$ cat src/rtl/enigma_pkg.sv
// Shared types and scan-code helpers for the keystroke front end.
// Parser states, PS/2 set-2 prefix bytes and the letter lookup.
package enigma_pkg;

  typedef enum logic [1:0] {
    S_IDLE      = 2'd0,
    S_BREAK     = 2'd1,
    S_EXT       = 2'd2,
    S_EXT_BREAK = 2'd3
  } ps_state_t;

  typedef logic [4:0] letter_t;

  localparam logic [7:0] SC_BREAK = 8'hF0;
  localparam logic [7:0] SC_EXT   = 8'hE0;

  // Set-2 make code to letter index A=1..Z=26; 0 means not a letter.
  function automatic letter_t sc_to_letter(input logic [7:0] sc);
    letter_t l;
    case (sc)
      8'h1C:   l = 5'd1;
      8'h32:   l = 5'd2;
      8'h21:   l = 5'd3;
      8'h23:   l = 5'd4;
      8'h24:   l = 5'd5;
      8'h2B:   l = 5'd6;
      8'h34:   l = 5'd7;
      8'h33:   l = 5'd8;
      8'h43:   l = 5'd9;
      8'h3B:   l = 5'd10;
      8'h42:   l = 5'd11;
      8'h4B:   l = 5'd12;
      8'h3A:   l = 5'd13;
      8'h31:   l = 5'd14;
      8'h44:   l = 5'd15;
      8'h4D:   l = 5'd16;
      8'h15:   l = 5'd17;
      8'h2D:   l = 5'd18;
      8'h1B:   l = 5'd19;
      8'h2C:   l = 5'd20;
      8'h3C:   l = 5'd21;
      8'h2A:   l = 5'd22;
      8'h1D:   l = 5'd23;
      8'h22:   l = 5'd24;
      8'h35:   l = 5'd25;
      8'h1A:   l = 5'd26;
      default: l = 5'd0;
    endcase
    return l;
  endfunction

endpackage

$ cat src/rtl/letter_fifo.sv
// Small letter queue with a head output that holds the last popped
// value while empty, so the consumer never sees stale RAM contents.
module letter_fifo
  import enigma_pkg::*;
#(
  parameter int DEPTH = 4
) (
  input  logic                   clk,
  input  logic                   rst,
  input  logic                   i_push,
  input  letter_t                i_din,
  input  logic                   i_pop,
  output letter_t                o_dout,
  output logic                   o_full,
  output logic                   o_empty,
  output logic [$clog2(DEPTH):0] o_count
);

  localparam int AW = $clog2(DEPTH);

  letter_t         r_mem [DEPTH];
  logic [AW-1:0]   r_wr_ptr;
  logic [AW-1:0]   r_rd_ptr;
  logic [AW:0]     r_count;
  letter_t         r_last;
  logic            w_wr;
  logic            w_rd;

  assign o_full  = (r_count == (AW+1)'(DEPTH));
  assign o_empty = (r_count == '0);
  assign o_count = r_count;

  // A push into a full queue only lands when a pop frees a slot.
  assign w_rd = i_pop && !o_empty;
  assign w_wr = i_push && (!o_full || w_rd);

  assign o_dout = o_empty ? r_last : r_mem[r_rd_ptr];

  // Storage array; no reset needed since reads are gated by count.
  always_ff @(posedge clk) begin
    if (w_wr) r_mem[r_wr_ptr] <= i_din;
  end

  // Pointers, occupancy and the held head value.
  always_ff @(posedge clk or posedge rst) begin
    if (rst) begin
      r_wr_ptr <= '0;
      r_rd_ptr <= '0;
      r_count  <= '0;
      r_last   <= '0;
    end else begin
      if (w_wr) r_wr_ptr <= r_wr_ptr + 1'b1;
      if (w_rd) begin
        r_rd_ptr <= r_rd_ptr + 1'b1;
        r_last   <= r_mem[r_rd_ptr];
      end
      r_count <= r_count
               + {{AW{1'b0}}, w_wr}
               - {{AW{1'b0}}, w_rd};
    end
  end

endmodule

$ cat src/rtl/keystroke_sequencer.sv
// PS/2 make/break parser feeding a letter queue for the rotor stepper.
// Optional typematic filter: define REPEAT_FILTER_EN.
module keystroke_sequencer
  import enigma_pkg::*;
#(
  parameter int DEPTH = 4
) (
  input  logic                   clk,
  input  logic                   rst,
  input  logic [7:0]             ps2_byte,
  input  logic                   ps2_valid,
  output logic [4:0]             letter_o,
  output logic                   letter_valid,
  input  logic                   letter_ready,
  output logic [$clog2(DEPTH):0] fill_o,
  output logic                   ovf_o,
  input  logic                   ovf_clr
);

  ps_state_t r_state;
  ps_state_t w_state_nxt;
  letter_t   w_sc_letter;
  logic      w_push;
  logic      w_pop;
  logic      w_full;
  logic      w_empty;
  logic      r_ovf;
  logic      w_drop;
  letter_t   w_head;

  assign w_sc_letter = sc_to_letter(ps2_byte);

`ifdef REPEAT_FILTER_EN
  logic [7:0] r_held;
  logic       w_is_repeat;

  assign w_is_repeat = (ps2_byte == r_held);

  // Remember the key currently held down; its break releases it.
  always_ff @(posedge clk or posedge rst) begin
    if (rst) begin
      r_held <= '0;
    end else if (ps2_valid) begin
      if (w_push)
        r_held <= ps2_byte;
      else if (r_state == S_BREAK && w_is_repeat)
        r_held <= '0;
    end
  end
`else
  logic w_is_repeat;

  assign w_is_repeat = 1'b0;
`endif

  // Parser state register.
  always_ff @(posedge clk or posedge rst) begin
    if (rst) r_state <= S_IDLE;
    else     r_state <= w_state_nxt;
  end

  // Parser next state; only a valid byte moves it.
  always_comb begin
    w_state_nxt = r_state;
    if (ps2_valid) begin
      case (r_state)
        S_IDLE: begin
          if (ps2_byte == SC_BREAK)
            w_state_nxt = S_BREAK;
          else if (ps2_byte == SC_EXT)
            w_state_nxt = S_EXT;
        end
        S_BREAK:
          w_state_nxt = S_IDLE;
        S_EXT: begin
          if (ps2_byte == SC_BREAK)
            w_state_nxt = S_EXT_BREAK;
          else
            w_state_nxt = S_IDLE;
        end
        S_EXT_BREAK:
          w_state_nxt = S_IDLE;
        default:
          w_state_nxt = S_IDLE;
      endcase
    end
  end

  // Parser output: plain letter make codes become queue pushes.
  always_comb begin
    w_push = 1'b0;
    if (ps2_valid && r_state == S_IDLE
        && w_sc_letter != '0)
      w_push = !w_is_repeat;
  end

  assign w_pop  = letter_valid && letter_ready;
  assign w_drop = w_push && w_full && !w_pop;

  // Sticky overflow flag; a fresh drop beats a clear.
  always_ff @(posedge clk or posedge rst) begin
    if (rst)
      r_ovf <= 1'b0;
    else if (w_drop)
      r_ovf <= 1'b1;
    else if (ovf_clr)
      r_ovf <= 1'b0;
  end

  letter_fifo #(
    .DEPTH (DEPTH)
  ) u_fifo (
    .clk     (clk),
    .rst     (rst),
    .i_push  (w_push),
    .i_din   (w_sc_letter),
    .i_pop   (w_pop),
    .o_dout  (w_head),
    .o_full  (w_full),
    .o_empty (w_empty),
    .o_count (fill_o)
  );

  assign letter_o     = w_head;
  assign letter_valid = !w_empty;
  assign ovf_o        = r_ovf;

endmodule

$ cat config.mk
export PLATFORM = sky130hd
export DESIGN_NAME = keystroke_sequencer
export DESIGN_NICKNAME = d
export VERILOG_FILES = /design/src/rtl/enigma_pkg.sv /design/src/rtl/letter_fifo.sv /design/src/rtl/keystroke_sequencer.sv
export SDC_FILE = /design/constraint.sdc
export NUM_CORES = 1
export LEC_CHECK = 0
export BUFFER_PORTS_ARGS = -buffer_cell sky130_fd_sc_hd__buf_2
export CAP_MARGIN = 15
export CORE_ASPECT_RATIO = 1.25
export CORE_UTILIZATION = 53
export DETAILED_ROUTE_END_ITERATION = 6
export PLACE_DENSITY = 0.88
export SLEW_MARGIN = 20
export SYNTH_ARGS = -nofsm -noshare
export SYNTH_HDL_FRONTEND = slang
export SYNTH_SLANG_ARGS = --single-unit
$ cat constraint.sdc
create_clock -name clk -period 2.9 [get_ports clk]
set_clock_uncertainty 0.2 [all_clocks]
set_input_delay 0.725 -clock clk [delete_from_list [all_inputs] [get_ports clk]]
set_output_delay 0.725 -clock clk [all_outputs]
set_load 0.01 [all_outputs]
==> metrics <==
post-synthesis sequential area ratio=about 46%; gr busiest metal=met2; Worst-path clk slew=about 70 ps; grt met1 use=23.1%; num rows=25; Initial Util=around 56%; diode count=0; R2R Path End=u_fifo.o_count[2]$_DFF_PP0_; max cap viols=0; final period utilization=105%; CP cell instances=buf_12 -> buf_4 -> nand2b_4 -> o221ai_4 -> nand2_2 -> o31ai_4 -> nor4_4 -> a2bb2oi_4 -> inv_1 -> ha_2 -> inv_2 -> fa_2 -> xnor2_2 -> xnor2_1; Root Driver=clkbuf_8; Final setup viols=1; CP Depth=14; I/O pins=23; EDFF count, synth=20; initial antenna violation count=0; TritonCTS buffer count=5; critical path class=in2reg; r2r startpoint=u_fifo.o_count[1]$_DFF_PP0_; max-slew violations=0; clock buffer depth=2; status=finished with violations; Synthesis Warnings=0; worst slew pin tran=between 500 and 600 ps; clk_lat worst skew=between 200 and 300 ps; port bufs=22; vias per cell=approximately 5.6; Worst Slack Setup Final=-137 ps; worst reg2reg path depth=10; DIE HEIGHT=between 70 and 80 µm; Startpoint Class=primary input; H-tree Lvls=2; synth top area cells=edfxtp_1, dfrtp_1, ha_1; Hold-fix buffers, CTS=0; largest net degree at the start of global routing=16; CP top delay family=compound AO/OA/AOI/OAI gates; P&R area growth vs syn=36.2%; violated checks=setup timing; Fin. Hold Viols=0; WL per Instance=16.6 µm; overall routing resource usage=roughly 25%; Total Neg Setup Slack=-137 ps; dpl ws=-568 ps; CP Launch Point=ps2_byte[1]; P per Cell Area=approximately 680 nW/µm²; Slowest cell on crit path=fa_2; area share of the largest cell type after synthesis=between 20 and 30%; R2R Setup Slk=about 140 ps; relative slew slack=a little over 60%; Antenna Nets Post-Route=0; post-synthesis cell count=roughly 180; synthesized area=2120 µm²; first-pass iteration count of the detailed router=4; gr ovfl total=0; total number of vias=around 1600; synthesized area per cell=roughly 12 µm²; slowest cell delay on critical path=~350 ps; initial drt markers=between 40 and 50; die area=around 4300 µm²; wire length of the first global-routing pass=7640 µm; DP Wirelength=between 3000 and 4000 µm; RSZ-0062 raised after global routing=true; met2 Resource Use GR=a little under 50%; GRT met3 Usage=roughly 4.3%; fmax=about 330 MHz; layout cell share with drive strength beyond 1=between 50 and 60%; crit path time final=roughly 3000 ps; Worst setup EP type=flop; Synth Net Count=203; post-synth top area cell=edfxtp_1; vias in the first global route=1681; drt total wl=between 4000 and 5000 µm; Setup crit end=u_fifo.o_count[2]$_DFF_PP0_; Leak=1.20 nW; ys flop type=edfxtp_1; drt drc=0; Placer Congestion=0.990; Buf/Inv on CP=4; total number of clock tree sinks=35; min-delay worst type=reg2reg; Post-synth ARST share=42.9%; Final nets=between 200 and 300; maximum fanout along the worst path=5; Fillers=around 250; crit path DAT=between 3000 and 4000 ps; TritonCTS clock tree=yes; core box area=between 3000 and 4000 µm²; post-synth cell types=between 50 and 60; die width=about 60 µm; FF+latch count, synth=35; worst vdd ir=0.269 mV; Data required, critical path=approximately 2900 ps
==> flip-flops by register name, indices dropped and copies added (netlist names) <==
register / cells
ovf_o: 1
r_state: 2
u_fifo.o_count: 3
u_fifo.r_last: 5
u_fifo.r_mem: 20
u_fifo.r_rd_ptr: 2
u_fifo.r_wr_ptr: 2
==> worst min-delay path by stage <==
stage / start / to / slack [ps] / cells past startpoint
floorplan: r_state[1]$_DFFE_PP0P_ / r_state[1]$_DFFE_PP0P_ / 240 / 2
global placement: r_state[1]$_DFFE_PP0P_ / r_state[1]$_DFFE_PP0P_ / 250 / 2
detailed placement: r_state[1]$_DFFE_PP0P_ / r_state[1]$_DFFE_PP0P_ / 260 / 2
CTS: r_state[1]$_DFFE_PP0P_ / r_state[1]$_DFFE_PP0P_ / 280 / 2
global route: r_state[1]$_DFFE_PP0P_ / r_state[1]$_DFFE_PP0P_ / 310 / 2
finish: r_state[1]$_DFFE_PP0P_ / r_state[1]$_DFFE_PP0P_ / 270 / 2
==> per-stage QoR <==
stage	cell area [µm²]	utilization, %	std cells	hold WS (ps)	power (mW)
finish	2890	75.7	291	274	1.96
global route	2890	75.7	291	306	2.06
CTS	2800	73.2	290	278	1.93
global placement	2600	68.2	280	253	1.46
floorplan	2220	-	179	235	1.26
detailed placement	2600	68.2	280	262	1.51
==> cells in the mapped netlist (2+ instances only) <==
library cell,number
or2_2,2
ha_1,10
o41ai_1,3
clkbuf_1,3
nor2b_1,6
nand3_1,4
nand4_1,2
nand3b_1,3
xnor2_1,5
o21ai_0,5
o32ai_1,2
dfrtp_1,15
or2b_1,2
nor3_1,3
inv_1,14
mux2i_1,5
or3_1,2
buf_2,2
a21oi_1,2
a21oi_2,2
nand2b_1,4
edfxtp_1,20
nor2_1,9
mux4_2,5
mux2_2,10
nand2_1,12
==> cells in the final DEF, fill, tap and decap left out, types with 2 or more instances in the layout <==
cell type,synthesis,layout
nor2_1,9,7
nor3_2,0,2
nand4_1,2,2
buf_4,1,36
mux2i_1,5,4
or2_2,2,2
clkbuf_8,0,7
nor2_2,0,2
a21oi_2,2,2
nand3b_1,3,3
inv_1,14,9
o21ai_0,5,5
nand2b_1,4,3
buf_6,1,2
edfxtp_1,20,20
or3_1,2,2
dfrtp_1,15,15
ha_1,10,5
buf_2,2,18
or2b_1,2,2
xnor2_1,5,4
mux2_2,10,10
ha_2,0,2
nand2_1,12,10
nor2b_2,0,5
mux4_2,5,5
inv_2,1,4
nand3_1,4,4
mux2_4,1,2
ha_4,0,3
buf_12,0,3
o41ai_2,0,2
==> tightest hold or removal path, delay by kind of cell, from the launching register on <==
family,cells,cell delay (ps)
compound gates,1,50
flops,1,340
simple gates,1,50
==> cells by family (layout without fill, tap and decap cells) <==
kind of cell	count (synthesis)	in the layout	share of synthesized area [%]
and+or+nand+nor	55	55	14.7
DFF	35	35	46.0
AOI/OAI and AO/OA	25	25	9.97
buffers and inverters	25	83	5.78
muxes	22	22	14.2
adders and majority gates	11	11	6.84
xor gates and xnor gates	6	6	2.48
==> power breakdown <==
group / switching (mW) / internal [mW] / total (mW) / leakage [nW]
logic: 0.365 / 0.443 / 0.809 / 0.781
clock network: 0.162 / 0.217 / 0.378 / 0.0515
registers: 0.117 / 0.652 / 0.769 / 0.369
==> layout make-up <==
class | count | area [µm²] | area share (%)
multi-input cells | 119 | 1220 | 42.2
flip-flops and latches | 35 | 976 | 33.8
repair buffers | 60 | 450 | 15.6
clock buffers | 8 | 100 | 3.47
inverters | 15 | 76.3 | 2.64
well taps | 54 | 67.6 | 2.34
==> layer usage <==
layer / share of wire (%) / vias to the layer above
met5: 0 / -
met4: 4.3 / 0
met3: 3.3 / 15
met2: 57 / 48
met1: 35 / 797
li1: - / 762
==> timing repair <==
item                       CTS  global route
pin swaps                   12             7
resized for setup           17            21
buffers inserted             2             1
setup endpoints to repair   22            22
No activity file was read; power rests on OpenSTA's default activity.
